$ cat config.mk
export PLATFORM = sky130hd
export DESIGN_NAME = inst_ram_loader_flat
export DESIGN_NICKNAME = d
export VERILOG_FILES = /design/src/rtl/inst_ram_loader_if.sv /design/src/rtl/inst_ram_loader.sv /design/src/flat_wrapper.sv
export SDC_FILE = /design/constraint.sdc
export NUM_CORES = 1
export LEC_CHECK = 0
export ABC_AREA = 1
export BUFFER_PORTS_ARGS = -buffer_cell sky130_fd_sc_hd__buf_4
export CORE_ASPECT_RATIO = 1.1
export CORE_MARGIN = 2
export CORE_UTILIZATION = 45
export DETAILED_ROUTE_END_ITERATION = 12
export PLACE_DENSITY = 0.68
export SYNTH_ARGS = -nofsm -noshare
export SYNTH_HDL_FRONTEND = slang
export SYNTH_SLANG_ARGS = --single-unit
$ cat constraint.sdc
create_clock -name clk -period 3.1 [get_ports clk]
set_clock_uncertainty 0.1 [all_clocks]
set_input_delay 0.93 -clock clk [delete_from_list [all_inputs] [get_ports clk]]
set_output_delay 0.93 -clock clk [all_outputs]
set_load 0.01 [all_outputs]
$ cat src/rtl/inst_ram_loader_if.sv
// Byte-stream input and instruction-RAM write port of the boot loader.
// Both groups share one bundle: the loader consumes bytes and drives the RAM.
interface inst_ram_loader_if;
    logic        in_valid;
    logic [7:0]  in_data;
    logic        in_ready;
    logic        ram_we;
    logic [31:0] ram_addr;
    logic [31:0] ram_wdata;

    // Master is the byte source and RAM observer; the loader is the slave.
    modport master (
        output in_valid,
        output in_data,
        input  in_ready,
        input  ram_we,
        input  ram_addr,
        input  ram_wdata
    );

    modport slave (
        input  in_valid,
        input  in_data,
        output in_ready,
        output ram_we,
        output ram_addr,
        output ram_wdata
    );
endinterface

$ cat src/rtl/inst_ram_loader.sv
// Boot loader: receives a length-prefixed little-endian byte frame, writes words to
// instruction RAM, verifies an XOR checksum and then releases the CPU from reset.
module inst_ram_loader #(
    parameter int DEPTH_W = 10          // supported range 1..16 (length field is 16 bits)
) (
    input  logic                 clk,
    input  logic                 rstn,
    inst_ram_loader_if.slave     bus,
    input  logic                 reload,
    output logic                 load_active,
    output logic                 cpu_rstn,
    output logic                 done,
    output logic [1:0]           err_code
);

    typedef enum logic [2:0] {
        S_LEN0,
        S_LEN1,
        S_DATA,
        S_CSUM,
        S_RUN,
        S_ERR
    } state_t;

    // Counter is one bit wider than the length field so N = 2^16 style bounds still compare.
    localparam int                 CNT_W     = 17;
    localparam logic [CNT_W-1:0]   MAX_WORDS = CNT_W'(1) << DEPTH_W;
    localparam logic [1:0]         ERR_NONE  = 2'd0;
    localparam logic [1:0]         ERR_LEN   = 2'd1;
    localparam logic [1:0]         ERR_CSUM  = 2'd2;

    state_t              state_reg, state_next;
    logic [15:0]         len_reg, len_next;
    logic [CNT_W-1:0]    word_idx_reg, word_idx_next;
    logic [1:0]          byte_idx_reg, byte_idx_next;
    logic [7:0]          csum_reg, csum_next;
    logic                in_ready_reg, in_ready_next;
    logic                ram_we_reg, ram_we_next;
    logic [31:0]         ram_addr_reg, ram_addr_next;
    logic [31:0]         ram_wdata_reg, ram_wdata_next;
    logic                load_active_reg, load_active_next;
    logic                cpu_rstn_reg, cpu_rstn_next;
    logic                done_reg, done_next;
    logic [1:0]          err_code_reg, err_code_next;

    logic                hs;
    logic [15:0]         len_full;
    logic [CNT_W-1:0]    word_idx_inc;
    logic [2:0]          lane_we;
    logic [23:0]         asm_word;

    assign hs           = bus.in_valid & in_ready_reg;
    assign len_full     = {bus.in_data, len_reg[7:0]};
    assign word_idx_inc = word_idx_reg + CNT_W'(1);

    // Lower three bytes of a word are parked in per-lane registers; the fourth
    // byte goes straight into the output word, so no extra cycle is spent.
    genvar gi;
    generate
        for (gi = 0; gi < 3; gi++) begin : g_lane
            logic [7:0] lane_reg;
            always_ff @(posedge clk or negedge rstn) begin
                if (!rstn) begin
                    lane_reg <= '0;
                end else if (lane_we[gi]) begin
                    lane_reg <= bus.in_data;
                end
            end
            assign asm_word[8*gi +: 8] = lane_reg;
        end
    endgenerate

    always_ff @(posedge clk or negedge rstn) begin
        if (!rstn) begin
            state_reg       <= S_LEN0;
            len_reg         <= '0;
            word_idx_reg    <= '0;
            byte_idx_reg    <= '0;
            csum_reg        <= '0;
            in_ready_reg    <= 1'b1;
            ram_we_reg      <= 1'b0;
            ram_addr_reg    <= '0;
            ram_wdata_reg   <= '0;
            load_active_reg <= 1'b1;
            cpu_rstn_reg    <= 1'b0;
            done_reg        <= 1'b0;
            err_code_reg    <= ERR_NONE;
        end else begin
            state_reg       <= state_next;
            len_reg         <= len_next;
            word_idx_reg    <= word_idx_next;
            byte_idx_reg    <= byte_idx_next;
            csum_reg        <= csum_next;
            in_ready_reg    <= in_ready_next;
            ram_we_reg      <= ram_we_next;
            ram_addr_reg    <= ram_addr_next;
            ram_wdata_reg   <= ram_wdata_next;
            load_active_reg <= load_active_next;
            cpu_rstn_reg    <= cpu_rstn_next;
            done_reg        <= done_next;
            err_code_reg    <= err_code_next;
        end
    end

    always_comb begin
        state_next       = state_reg;
        len_next         = len_reg;
        word_idx_next    = word_idx_reg;
        byte_idx_next    = byte_idx_reg;
        csum_next        = csum_reg;
        ram_we_next      = 1'b0;
        ram_addr_next    = ram_addr_reg;
        ram_wdata_next   = ram_wdata_reg;
        load_active_next = load_active_reg;
        cpu_rstn_next    = cpu_rstn_reg;
        done_next        = done_reg;
        err_code_next    = err_code_reg;
        lane_we          = '0;

        case (state_reg)
            S_LEN0: begin
                if (hs) begin
                    len_next[7:0] = bus.in_data;
                    state_next    = S_LEN1;
                end
            end

            S_LEN1: begin
                if (hs) begin
                    len_next      = len_full;
                    word_idx_next = '0;
                    byte_idx_next = '0;
                    csum_next     = '0;
                    if ({1'b0, len_full} > MAX_WORDS) begin
                        err_code_next = ERR_LEN;
                        state_next    = S_ERR;
                    end else if (len_full == 16'd0) begin
                        state_next    = S_CSUM;
                    end else begin
                        state_next    = S_DATA;
                    end
                end
            end

            S_DATA: begin
                if (hs) begin
                    csum_next     = csum_reg ^ bus.in_data;
                    byte_idx_next = byte_idx_reg + 2'd1;
                    if (byte_idx_reg == 2'd3) begin
                        ram_wdata_next = {bus.in_data, asm_word};
                        ram_addr_next  = 32'(word_idx_reg);
                        ram_we_next    = 1'b1;
                        word_idx_next  = word_idx_inc;
                        if (word_idx_inc == {1'b0, len_reg}) begin
                            state_next = S_CSUM;
                        end
                    end else begin
                        lane_we = 3'b001 << byte_idx_reg;
                    end
                end
            end

            S_CSUM: begin
                if (hs) begin
                    if (bus.in_data == csum_reg) begin
                        cpu_rstn_next    = 1'b1;
                        done_next        = 1'b1;
                        load_active_next = 1'b0;
                        state_next       = S_RUN;
                    end else begin
                        err_code_next    = ERR_CSUM;
                        state_next       = S_ERR;
                    end
                end
            end

            S_RUN, S_ERR: begin
                // Restart drops the CPU back into reset on the same edge.
                if (reload) begin
                    state_next       = S_LEN0;
                    len_next         = '0;
                    word_idx_next    = '0;
                    byte_idx_next    = '0;
                    csum_next        = '0;
                    cpu_rstn_next    = 1'b0;
                    done_next        = 1'b0;
                    load_active_next = 1'b1;
                    err_code_next    = ERR_NONE;
                end
            end

            default: begin
                state_next = S_LEN0;
            end
        endcase
    end

    assign in_ready_next = (state_next == S_LEN0) || (state_next == S_LEN1) ||
                           (state_next == S_DATA) || (state_next == S_CSUM);

    assign bus.in_ready  = in_ready_reg;
    assign bus.ram_we    = ram_we_reg;
    assign bus.ram_addr  = ram_addr_reg;
    assign bus.ram_wdata = ram_wdata_reg;
    assign load_active   = load_active_reg;
    assign cpu_rstn      = cpu_rstn_reg;
    assign done          = done_reg;
    assign err_code      = err_code_reg;

endmodule

$ cat src/flat_wrapper.sv
// flat-port wrapper written by rule: the top's interface ports become plain ports
module inst_ram_loader_flat 
#(
    parameter int DEPTH_W = 10                                                            
)
  (clk, rstn, reload, load_active, cpu_rstn, done, err_code, bus_in_valid, bus_in_data, bus_in_ready, bus_ram_we, bus_ram_addr, bus_ram_wdata);
  inst_ram_loader_if bus_i ();
  input  logic clk;
  input  logic rstn;
  input  logic reload;
  output logic load_active;
  output logic cpu_rstn;
  output logic done;
  output logic [1:0] err_code;
  input wire logic [$bits(bus_i.in_valid)-1:0] bus_in_valid;
  input wire logic [$bits(bus_i.in_data)-1:0] bus_in_data;
  output wire logic [$bits(bus_i.in_ready)-1:0] bus_in_ready;
  output wire logic [$bits(bus_i.ram_we)-1:0] bus_ram_we;
  output wire logic [$bits(bus_i.ram_addr)-1:0] bus_ram_addr;
  output wire logic [$bits(bus_i.ram_wdata)-1:0] bus_ram_wdata;
  assign bus_i.in_valid = bus_in_valid;
  assign bus_i.in_data = bus_in_data;
  assign bus_in_ready = bus_i.in_ready;
  assign bus_ram_we = bus_i.ram_we;
  assign bus_ram_addr = bus_i.ram_addr;
  assign bus_ram_wdata = bus_i.ram_wdata;
  inst_ram_loader #(.DEPTH_W(DEPTH_W)) u_core (.clk(clk), .rstn(rstn), .bus(bus_i), .reload(reload), .load_active(load_active), .cpu_rstn(cpu_rstn), .done(done), .err_code(err_code));
endmodule
==> impl_metrics.env <==
export IMPL_core_um2=12800
export IMPL_p_leak_nw=3.59
export IMPL_worst_setup_path_type="input pin to flip-flop"
export IMPL_htreeDepth=4
export IMPL_grt_pass1_vias=4479
export IMPL_slew_viol_final=0
export IMPL_ios=83
export IMPL_synthSimpleGateAreaFrac_pct=26.1
export IMPL_synth_xor_area_share_pct=2.01
export IMPL_power_total_mw=4.86
export IMPL_crit_family="buffers and inverters"
export IMPL_cts_max_path_buffers=2
export IMPL_reg2reg_depth=8
export IMPL_ir_drop_uv=441
export IMPL_synth_mux_area_share_pct=0.190
export IMPL_seq_area_frac_synth_pct=52.8
export IMPL_max_clock_freq_mhz=436
export IMPL_synthAdderAreaFrac_pct=1.06
export IMPL_numCtsBuffers=17
export IMPL_syn_inst=704
export IMPL_place_congestion=0.895
export IMPL_diodes=0
export IMPL_largest_register_ffs=32
export IMPL_synth_area_um2=5930
export IMPL_rr_startpoint="u_core.bus.in_ready$_DFF_PN1_"
export IMPL_fin_crit_sh_pct=74.1
export IMPL_drive_gt1_share_pct=17.3
export IMPL_startpoint_type="input pin"
export IMPL_setup_violations_final=0
export IMPL_worstPathBufferInverterCount=4
export IMPL_hold_buffers=0
export IMPL_clockRootBuffer="clkbuf_16"
export IMPL_hold_slack_ns=0.370
export IMPL_synth_cell_types=38
export IMPL_cp_slowest_cell="buf_4"
export IMPL_cp_max_fo=80
export IMPL_reg2reg_to="u_core.bus.ram_addr[9]$_DFFE_PN0P_"
export IMPL_synth_compound_area_share_pct=9.58
export IMPL_worst_skew_pair_late_latency_ns=0.42
export IMPL_grt_max_degree=81
export IMPL_die_y_um=124
export IMPL_critPathMaxStageDelay_ns=0.59
export IMPL_hpwl_mm=9.34
export IMPL_grt_pass1_wl_mm=22.5
export IMPL_die_area_um2=14100
export IMPL_cp_cell_sequence="buf_4 > nand2_1 > inv_1 > nand2_4 > nor2_8 > inv_2 > buf_4 > o22ai_1"
export IMPL_die_w_um=113
export IMPL_cts_setup_buffers=0
export IMPL_detail_route_first_pass_iterations=5
export IMPL_hold_viol=0
export IMPL_cp_arrival_ns=2.46
export IMPL_std_cell_rows=43
export IMPL_grtUsageTotal_pct=20.1
export IMPL_cts_tree="done"
export IMPL_whs_endpoint="u_core.load_active$_DFFE_PN1P_"
export IMPL_synth_edf_count=0
export IMPL_ys_async_sr_fraction_pct=100
export IMPL_first_iter_violations=380
export IMPL_power_density_nw_per_um2=685
export IMPL_syn2layout_area_growth_pct=19.6
export IMPL_rsz0062_at_grt="no"
export IMPL_cp_common_cell="buf_4"
export IMPL_worst_pin_slew_ns=0.760
export IMPL_fin_cells=943
export IMPL_status="complete, no violations"
export IMPL_wl_per_cell_um=14.0
export IMPL_synth_seq_cells=125
export IMPL_clock_sinks=125
export IMPL_rrSetupSlack_ns=0.94
export IMPL_synthFlopType="dfrtp_1"
export IMPL_synth_top_family_by_area="simple AND/OR/NAND/NOR gates"
export IMPL_drtAntennaViolNets=0
export IMPL_start_util_pct=46.5
export IMPL_maxCapViolCount=0
export IMPL_required_ns=3.27
export IMPL_layout_min_cycle_time_ns=2.30
export IMPL_vias=4732
export IMPL_postSynthAreaPerCell_um2=8.42
export IMPL_min_delay_start="u_core.load_active$_DFFE_PN1P_"
export IMPL_relSlewSlack_pct=49.3
export IMPL_fin_setup_tns_ns=0
export IMPL_routed_wl_mm=13.2
export IMPL_drt_drc_violations_left=0
export IMPL_whs_path_depth=2
export IMPL_min_path_type="flip-flop to flip-flop"
export IMPL_clk_pin_slew_ns=0.05
export IMPL_cts_resized=0
export IMPL_port_buffers=67
export IMPL_dpl_cell_count=912
export IMPL_cp_end_kind="flip-flop"
export IMPL_antenna_found_initial=0
export IMPL_synth_yosys_warnings=0
export IMPL_vias_per_cell=5.02
export IMPL_fin_nets=791
export IMPL_overflow=0
[kinds of logic (layout without fill, tap and decap cells)]
logic type / Yosys count / count (layout)
fa+ha+maj: 5 / 5
compound gates: 102 / 102
buf+inv: 98 / 166
other cells: 1 / 15
flops: 125 / 125
xor+xnor: 12 / 12
simple gates: 360 / 360
mux: 1 / 1
[tightest hold or removal path: cells and delay by family (launching register included)]
kind / cells / cell delay, ns
flops: 1 / 0.37
simple gates: 2 / 0.09
[cells in the mapped netlist (6+ instances only)]
cell type / count / area, um^2
buf_6: 6 / 67.6
nand3_1: 36 / 180
inv_1: 58 / 218
buf_4: 16 / 120
nand4_1: 14 / 87.6
nor2_1: 44 / 165
o21ai_0: 68 / 340
xnor2_1: 9 / 78.8
nand2_1: 242 / 908
o21ai_1: 14 / 70.1
dfrtp_1: 123 / 3080
clkbuf_1: 7 / 26.3
o22ai_1: 6 / 37.5
[layout by cell type (no fill, tap or decap), types with 6 or more instances in the layout]
cell type,n
nand2_1,242
dfrtp_1,123
buf_4,70
o21ai_0,68
inv_1,58
nor2_1,44
nand3_1,36
clkbuf_16,17
conb_1,15
nand4_1,14
o21ai_1,14
xnor2_1,9
o22ai_1,6
[layout make-up]
cell class | instances | area (um^2)
fillers | 1185 | 5660
flip-flops and latches | 125 | 3130
multi-input cells | 495 | 2360
repair buffers | 72 | 566
clock buffers | 20 | 447
inverters | 63 | 244
well taps | 157 | 196
clock inverters | 11 | 143
[per-layer routing]
layer / track usage [%] / routed length [um] / part of all wire (%)
met5: 0 / 0 / 0
met3: 5.69 / 699 / 5.3
met1: 28.8 / 6420 / 49
met4: 7.03 / 263 / 2.0
met2: 29.2 / 5820 / 44
[through the flow]
step	cell area, um^2	utilization (%)	worst slack (ns)
after floorplan	5980	-	1.05
after global placement	6500	51.0	0.452
after detailed placement	6500	51.0	0.399
after CTS	7090	55.6	0.835
after global routing	7090	55.6	0.623
final	7090	55.6	0.804
[how the worst max path moves through the flow]
stage | startpoint | end | slack, ns | depth (start not counted)
2_1_floorplan | bus_in_valid | u_core.len_reg[9]$_DFFE_PN0P_ | 1.05 | 5
3_5_place_dp | bus_in_valid | u_core.word_idx_reg[16]$_DFFE_PN0P_ | 0.40 | 8
4_1_cts | bus_in_valid | u_core.word_idx_reg[16]$_DFFE_PN0P_ | 0.84 | 8
3_3_place_gp | bus_in_valid | u_core.word_idx_reg[16]$_DFFE_PN0P_ | 0.45 | 8
5_1_grt | bus_in_valid | u_core.bus.ram_addr[9]$_DFFE_PN0P_ | 0.62 | 9
6_report | bus_in_valid | u_core.word_idx_reg[16]$_DFFE_PN0P_ | 0.80 | 8
[power by group]
part / internal, mW / leakage [nW] / switching [mW]
registers: 1.81 / 1.71 / 0.104
logic: 0.324 / 1.60 / 0.639
clock network: 1.28 / 0.286 / 0.701
total: 3.41 / 3.59 / 1.44
No activity file was read; power rests on OpenSTA's default activity.
